$ cat src/rtl/hc165_pkg.sv
// Shared constants for the 74HC165 scan controller: default widths/timing
// and the one-hot FSM state encoding.
package hc165_pkg;

  localparam int W_DEFAULT      = 16;
  localparam int MCLK_HZ        = 40_000_000;
  localparam int SCAN_HZ        = 1_000;
  localparam int PERIOD_DEFAULT = MCLK_HZ / SCAN_HZ;
  localparam int DEB_N_DEFAULT  = 3;
  localparam int TMO_DEFAULT    = 4096;

  // state    | meaning
  // IDLE     | waiting for a pending scan request
  // START    | RD_START pulse, timeout counter cleared
  // WAIT     | waiting for reader done edge or timeout
  // EVAL     | debounce/publish the captured sample
  localparam int         ST_W     = 4;
  localparam logic [3:0] ST_IDLE  = 4'b0001;
  localparam logic [3:0] ST_START = 4'b0010;
  localparam logic [3:0] ST_WAIT  = 4'b0100;
  localparam logic [3:0] ST_EVAL  = 4'b1000;

endpackage

$ cat src/rtl/hc165_debounce.sv
// Debounce of reader samples: a candidate word must repeat DEB_N times in a
// row before it is published as the stable image. Tracks changed bits and IRQ.
module hc165_debounce
  import hc165_pkg::*;
#(
  parameter int W     = W_DEFAULT,
  parameter int DEB_N = DEB_N_DEFAULT
) (
  input  logic         clk_i,
  input  logic         rst_i,
  input  logic         eval_i,
  input  logic         deb_clr_i,
  input  logic         irq_clr_i,
  input  logic [W-1:0] sample_i,
  output logic [W-1:0] stable_o,
  output logic [W-1:0] chg_mask_o,
  output logic         valid_o,
  output logic         irq_o
);

  localparam logic [3:0] DEB_TGT = 4'(DEB_N);

  logic [W-1:0] cand_q, cand_d;
  logic [3:0]   cnt_q, cnt_d;
  logic [W-1:0] stable_q, stable_d;
  logic [W-1:0] mask_q, mask_d;
  logic         valid_q, valid_d;
  logic         irq_q, irq_d;

  // Candidate tracking, publish decision and change-mask accumulation.
  // A clear coinciding with a publish keeps only the freshly changed bits.
  always_comb begin
    cand_d   = cand_q;
    cnt_d    = cnt_q;
    stable_d = stable_q;
    valid_d  = valid_q;
    mask_d   = irq_clr_i ? '0 : mask_q;
    if (deb_clr_i) begin
      cnt_d = '0;
    end else if (eval_i) begin
      if (sample_i == cand_q) begin
        cnt_d = (cnt_q >= DEB_TGT) ? DEB_TGT : cnt_q + 4'd1;
      end else begin
        cand_d = sample_i;
        cnt_d  = 4'd1;
      end
      if (cnt_d == DEB_TGT && (cand_d != stable_q || !valid_q)) begin
        stable_d = cand_d;
        valid_d  = 1'b1;
        if (valid_q) begin
          mask_d = mask_d | (cand_d ^ stable_q);
        end
      end
    end
    irq_d = |mask_d;
  end

  // Debounce state registers.
  always_ff @(posedge clk_i or posedge rst_i) begin
    if (rst_i) begin
      cand_q   <= '0;
      cnt_q    <= '0;
      stable_q <= '0;
      mask_q   <= '0;
      valid_q  <= 1'b0;
      irq_q    <= 1'b0;
    end else begin
      cand_q   <= cand_d;
      cnt_q    <= cnt_d;
      stable_q <= stable_d;
      mask_q   <= mask_d;
      valid_q  <= valid_d;
      irq_q    <= irq_d;
    end
  end

  assign stable_o   = stable_q;
  assign chg_mask_o = mask_q;
  assign valid_o    = valid_q;
  assign irq_o      = irq_q;

endmodule

$ cat src/rtl/hc165_scan_ctrl.sv
// Scan scheduler for the 16-bit 74HC165 reader: periodic/one-shot triggering,
// per-read timeout, and hand-off of captured words to the debouncer.
module hc165_scan_ctrl
  import hc165_pkg::*;
#(
  parameter int W      = W_DEFAULT,
  parameter int PERIOD = PERIOD_DEFAULT,
  parameter int DEB_N  = DEB_N_DEFAULT,
  parameter int TMO    = TMO_DEFAULT
) (
  input  logic         MCLK,
  input  logic         RESET,
  input  logic         SCAN_EN,
  input  logic         SCAN_REQ,
  output logic         RD_START,
  input  logic         RD_DONE,
  input  logic [W-1:0] RD_DATA,
  output logic [W-1:0] STABLE_Q,
  output logic [W-1:0] CHG_MASK,
  output logic         VALID,
  output logic         IRQ,
  input  logic         IRQ_CLR,
  output logic         BUSY,
  output logic         TMO_ERR
);

  localparam int               PER_W    = $clog2(PERIOD);
  localparam int               TMO_W    = $clog2(TMO);
  localparam logic [PER_W-1:0] PER_LAST = PER_W'(PERIOD - 1);
  localparam logic [TMO_W-1:0] TMO_LAST = TMO_W'(TMO - 1);

  logic [ST_W-1:0]  state_q, state_d;
  logic [PER_W-1:0] per_cnt_q, per_cnt_d;
  logic [TMO_W-1:0] tmo_cnt_q, tmo_cnt_d;
  logic [W-1:0]     sample_q, sample_d;
  logic             pend_q, pend_d;
  logic             done_q;
  logic             tmo_err_q, tmo_err_d;
  logic             done_rise, tick, tmo_hit, eval_stb;

  assign done_rise = RD_DONE & ~done_q;
  assign tick      = SCAN_EN && (per_cnt_q == PER_LAST);
  assign eval_stb  = (state_q == ST_EVAL);

  // Period counter: free-runs while enabled, parked at zero otherwise.
  always_comb begin
    per_cnt_d = '0;
    if (SCAN_EN && !tick) begin
      per_cnt_d = per_cnt_q + PER_W'(1);
    end
  end

  // Single-deep request latch; a new request in the START cycle survives the clear.
  always_comb begin
    pend_d = (pend_q & (state_q != ST_START)) | tick | SCAN_REQ;
  end

  // Scan sequencing; a done edge in the last timeout cycle still counts as data.
  always_comb begin
    state_d   = state_q;
    tmo_cnt_d = tmo_cnt_q;
    sample_d  = sample_q;
    tmo_hit   = 1'b0;
    case (state_q)
      ST_IDLE: begin
        if (pend_q) state_d = ST_START;
      end
      ST_START: begin
        tmo_cnt_d = '0;
        state_d   = ST_WAIT;
      end
      ST_WAIT: begin
        if (done_rise) begin
          sample_d = RD_DATA;
          state_d  = ST_EVAL;
        end else if (tmo_cnt_q == TMO_LAST) begin
          tmo_hit = 1'b1;
          state_d = ST_IDLE;
        end else begin
          tmo_cnt_d = tmo_cnt_q + TMO_W'(1);
        end
      end
      ST_EVAL: begin
        state_d = ST_IDLE;
      end
      default: begin
        state_d = ST_IDLE;
      end
    endcase
  end

  // Sticky timeout flag; a new timeout beats a simultaneous clear.
  always_comb begin
    tmo_err_d = tmo_err_q;
    if (tmo_hit) begin
      tmo_err_d = 1'b1;
    end else if (IRQ_CLR) begin
      tmo_err_d = 1'b0;
    end
  end

  // Controller registers.
  always_ff @(posedge MCLK or posedge RESET) begin
    if (RESET) begin
      state_q   <= ST_IDLE;
      per_cnt_q <= '0;
      tmo_cnt_q <= '0;
      sample_q  <= '0;
      pend_q    <= 1'b0;
      done_q    <= 1'b0;
      tmo_err_q <= 1'b0;
    end else begin
      state_q   <= state_d;
      per_cnt_q <= per_cnt_d;
      tmo_cnt_q <= tmo_cnt_d;
      sample_q  <= sample_d;
      pend_q    <= pend_d;
      done_q    <= RD_DONE;
      tmo_err_q <= tmo_err_d;
    end
  end

  hc165_debounce #(
    .W     (W),
    .DEB_N (DEB_N)
  ) u_deb (
    .clk_i      (MCLK),
    .rst_i      (RESET),
    .eval_i     (eval_stb),
    .deb_clr_i  (tmo_hit),
    .irq_clr_i  (IRQ_CLR),
    .sample_i   (sample_q),
    .stable_o   (STABLE_Q),
    .chg_mask_o (CHG_MASK),
    .valid_o    (VALID),
    .irq_o      (IRQ)
  );

  assign RD_START = (state_q == ST_START);
  assign BUSY     = (state_q == ST_START) || (state_q == ST_WAIT) || (state_q == ST_EVAL);
  assign TMO_ERR  = tmo_err_q;

endmodule

$ cat config.mk
export PLATFORM = sky130hd
export DESIGN_NAME = hc165_scan_ctrl
export DESIGN_NICKNAME = d
export VERILOG_FILES = /design/src/rtl/hc165_pkg.sv /design/src/rtl/hc165_debounce.sv /design/src/rtl/hc165_scan_ctrl.sv
export SDC_FILE = /design/constraint.sdc
export NUM_CORES = 1
export LEC_CHECK = 0
export ABC_CLOCK_PERIOD_IN_PS = 9250
export BUFFER_PORTS_ARGS = -buffer_cell sky130_fd_sc_hd__buf_2
export CELL_PAD_IN_SITES_DETAIL_PLACEMENT = 1
export CELL_PAD_IN_SITES_GLOBAL_PLACEMENT = 1
export CORE_ASPECT_RATIO = 1.5
export CORE_UTILIZATION = 49
export DETAILED_ROUTE_END_ITERATION = 6
export PLACE_DENSITY_LB_ADDON = 0.1
export SYNTH_ARGS = -nofsm -noshare
export SYNTH_HDL_FRONTEND = slang
export SYNTH_SLANG_ARGS = --single-unit
$ cat constraint.sdc
create_clock -name MCLK -period 9.25 [get_ports MCLK]
set_clock_uncertainty 0.05 [all_clocks]
set_input_delay 1.3875 -clock MCLK [delete_from_list [all_inputs] [get_ports MCLK]]
set_output_delay 1.3875 -clock MCLK [all_outputs]
set_load 0.05 [all_outputs]
==> out/qor.json <==
{
  "cells_and_area": {
    "antenna_cells_inserted": 0,
    "final_nets": 519,
    "layout_common_cells": "104 x dfrtp_1, 66 x nand2_1, 58 x buf_2",
    "most_frequent_standard_cell_in_the_layout_excluding_fill_and_tap_cells": "dfrtp_1",
    "drive_above_1_share_pct": 23.5,
    "postLayoutCellArea_um2": 5500,
    "fin_cells": 609,
    "area_growth_syn_to_layout_pct": 14.9
  },
  "clock_tree": {
    "number_of_h_tree_levels": 3,
    "cts_tree": "done",
    "clk_pin_slew_ns": 0.06,
    "clockBufferDepth": 2,
    "clock_insertion_delay_worst_skew_ns": 0.35,
    "clockRootBuffer": "clkbuf_16",
    "cts_sinks": 105,
    "cts_setup_buffers": 0,
    "cts-buffers-inserted": 9,
    "ctsResizeCount": 0,
    "holdBufCountCts": 0
  },
  "global_route": {
    "grt_max_degree": 54,
    "overflow": 0,
    "grt_pass1_wl_um": 17700,
    "grt_pass1_vias": 3507,
    "antenna_found_initial": 0,
    "gr-usage-all-layers_pct": 23.4
  },
  "die": {
    "horiz_die_dim_um": 82.7,
    "fp.dieH_um": 123,
    "core_um2": 9360,
    "start_util_pct": 51.1,
    "std_cell_rows": 43,
    "ios": 59,
    "dieArea_um2": 10200
  },
  "worst_setup_path": {
    "worstSetupEndpointType": "output pin",
    "critical-path-slowest-cell": "or4b_2",
    "crit_family": "simple AND/OR/NAND/NOR gates",
    "cp_data_required_time_ns": 7.81,
    "critical_path.max_stage_delay_ns": 0.83,
    "setup.worst_path.start_class": "flip-flop",
    "critical_path.n_buffers_inverters": 2,
    "crit_arrival_ns": 2.04,
    "path_class": "flip-flop to output pin",
    "maximum_fanout_along_the_worst_path": 8,
    "cp_cell_sequence": "or4b_2 -> inv_1 -> buf_2"
  },
  "logic_synthesis": {
    "yosysTopAreaCell": "dfrtp_1",
    "yosysSeqAreaShare_pct": 54.9,
    "synth.cell_area_um2": 4790,
    "synthesized_flop_and_latch_total": 105,
    "netlist_instances": 435,
    "cell_variety_after_synth": 49,
    "yosysWarningCount": 0,
    "syn-mean-instance-area_um2": 11.0,
    "netlist_top_cells_area": "dfrtp_1 54%, xnor2_1 6.8%, mux2_2 5.4%",
    "post-synth-top-area-fraction_pct": 54.4,
    "synth_nets": 460
  },
  "placement": {
    "finalWeightedCongestion": 0.834,
    "hpwl_um": 7590,
    "post-place-cells": 595,
    "io_port_bufs": 58,
    "postPlaceCellArea_um2": 5180
  },
  "sta": {
    "min_period_ns": 3.47,
    "max_freq_mhz": 288,
    "setup_violations": 0,
    "period_share_pct": 37.5,
    "finalSetupTns_ns": 0,
    "finalHoldViolCount": 0,
    "max_slew_margin_pct": 35.2,
    "worst_hold_slack_ns": 0.444,
    "finalMaxSlewViolations": 0,
    "unrepaired_setup_endpoints_after_global_routing": "false",
    "timing_worst_slew_pin_value_ns": 0.966
  },
  "drt": {
    "finalWirelength_um": 10800,
    "drt-initial-drc-count": 143,
    "wl_per_cell_um": 17.7,
    "route.antenna.remaining_nets": 0,
    "drc_errors": 0,
    "firstDrtPassIters": 4,
    "viasPerCell": 5.56,
    "dr_total_vias": 3386
  },
  "power_and_ir_drop": {
    "vdd.ir_drop.worst_mv": 0.125,
    "cellInternalPower_uw": 875,
    "share_clk_of_total_power_pct": 31.9,
    "power.leakage_nw": 2.65,
    "switching_share_pct": 31.8,
    "post-layout-total-power_mw": 1.28,
    "power_frac_comb_pct": 21.9,
    "seq_power_share_pct": 46.3,
    "power-per-cell-area_nw_per_um2": 233,
    "p_switching_uw": 409
  },
  "run_status": {
    "run_status": "finished clean"
  },
  "worst_hold_path": {
    "worst_hold_path_type": "flip-flop to flip-flop"
  },
  "flow_run": {
    "cap_violations": 0
  }
}
-- worst register-to-register path, delay by kind of cell (launching register included) --
family           cells  cell delay [ns]
multiplexers         1             0.41
XOR/XNOR             1             0.38
flip-flops           1             0.44
AO/OA/AOI/OAI        1             0.66
AND/OR/NAND/NOR      2             0.80
-- synthesized netlist by cell type, drive strengths merged --
library cell,count
dfrtp,104
nand2,66
xnor2,37
mux2,32
inv,28
nor2,26
o22ai,16
nand3,15
xor2,15
o21ai,14
nand4,13
nor4,13
clkbuf,8
nor3,5
buf,4
and3,3
ha,3
nor4b,3
or4b,3
a21oi,2
a22o,2
a31oi,2
and3b,2
a211oi,1
a221o,1
a41o,1
a41oi,1
and2,1
clkinv,1
dfstp,1
mux2i,1
nand2b,1
nand3b,1
nor2b,1
nor3b,1
o2111ai,1
o211ai,1
o2bb2ai,1
o41a,1
or2,1
or3,1
or4,1
-- cells by family after synthesis --
group / share of synthesized area [%]
adder cells (fa/ha/maj): 0.784
buffers and inverters: 3.55
multiplexers: 8.44
AO/OA/AOI/OAI: 6.27
flip-flops: 54.9
AND/OR/NAND/NOR: 16.5
XOR/XNOR: 9.51
-- metrics by stage --
step                setup slack [ns]  utilization, %
floorplan                       5.05               -
global placement                6.09            55.4
detailed placement              5.92            55.4
CTS                             5.76            58.8
global route                    5.68            58.8
finish                          5.78            58.8
-- worst paths after layout --
kind / from / to / slack, ns / cells past startpoint
max: state_q[3]$_DFFE_PP0P_ / RD_START / 5.78 / 3
min: per_cnt_q[0]$_DFF_PP0_ / per_cnt_q[0]$_DFF_PP0_ / 0.44 / 1
max reg2reg: sample_q[12]$_DFFE_PP0P_ / u_deb.stable_o[10]$_DFFE_PP0P_ / 6.39 / 5
min reg2reg: per_cnt_q[0]$_DFF_PP0_ / per_cnt_q[0]$_DFF_PP0_ / 0.44 / 1
max in group asynchronous: RESET / u_deb.chg_mask_o[1]$_DFF_PP0_ / 6.93 / 3
min in group asynchronous: RESET / u_deb.stable_o[12]$_DFFE_PP0P_ / 1.09 / 2
-- power by group through the flow --
| stage | Combinational (mW) | Sequential (mW) | Clock, mW |
|---|---|---|---|
| floorplan | 0.210 | 0.584 | 0 |
| global placement | 0.270 | 0.596 | 0 |
| detailed placement | 0.279 | 0.602 | 0 |
| CTS | 0.285 | 0.593 | 0.419 |
| global route | 0.311 | 0.603 | 0.434 |
| finish | 0.280 | 0.594 | 0.409 |
-- flip-flops by register name (all words and copies together) (netlist names), 4 cells and up --
name,count
tmo_cnt_q,12
u_deb.chg_mask_o,16
u_deb.cnt_q,4
u_deb.stable_o,16
state_q,4
u_deb.cand_q,16
sample_q,16
per_cnt_q,16
-- metal layers --
metal,vias up,part of all wire [%],track usage (%)
met5,-,0,0
met4,0,1.1,6.79
met3,8,2.8,5.09
met2,49,52,38.7
met1,1715,45,30.5
li1,1614,-,-
-- cell type report --
class / count / area (µm²)
clock inverter: 3 / 65.1
sequential: 105 / 2630
multi-input combinational: 289 / 2000
timing repair buffer: 60 / 305
fill: 1048 / 3860
tap: 112 / 140
clock buffer: 11 / 253
inverter: 29 / 111
Power figures use the tool's default switching activity.
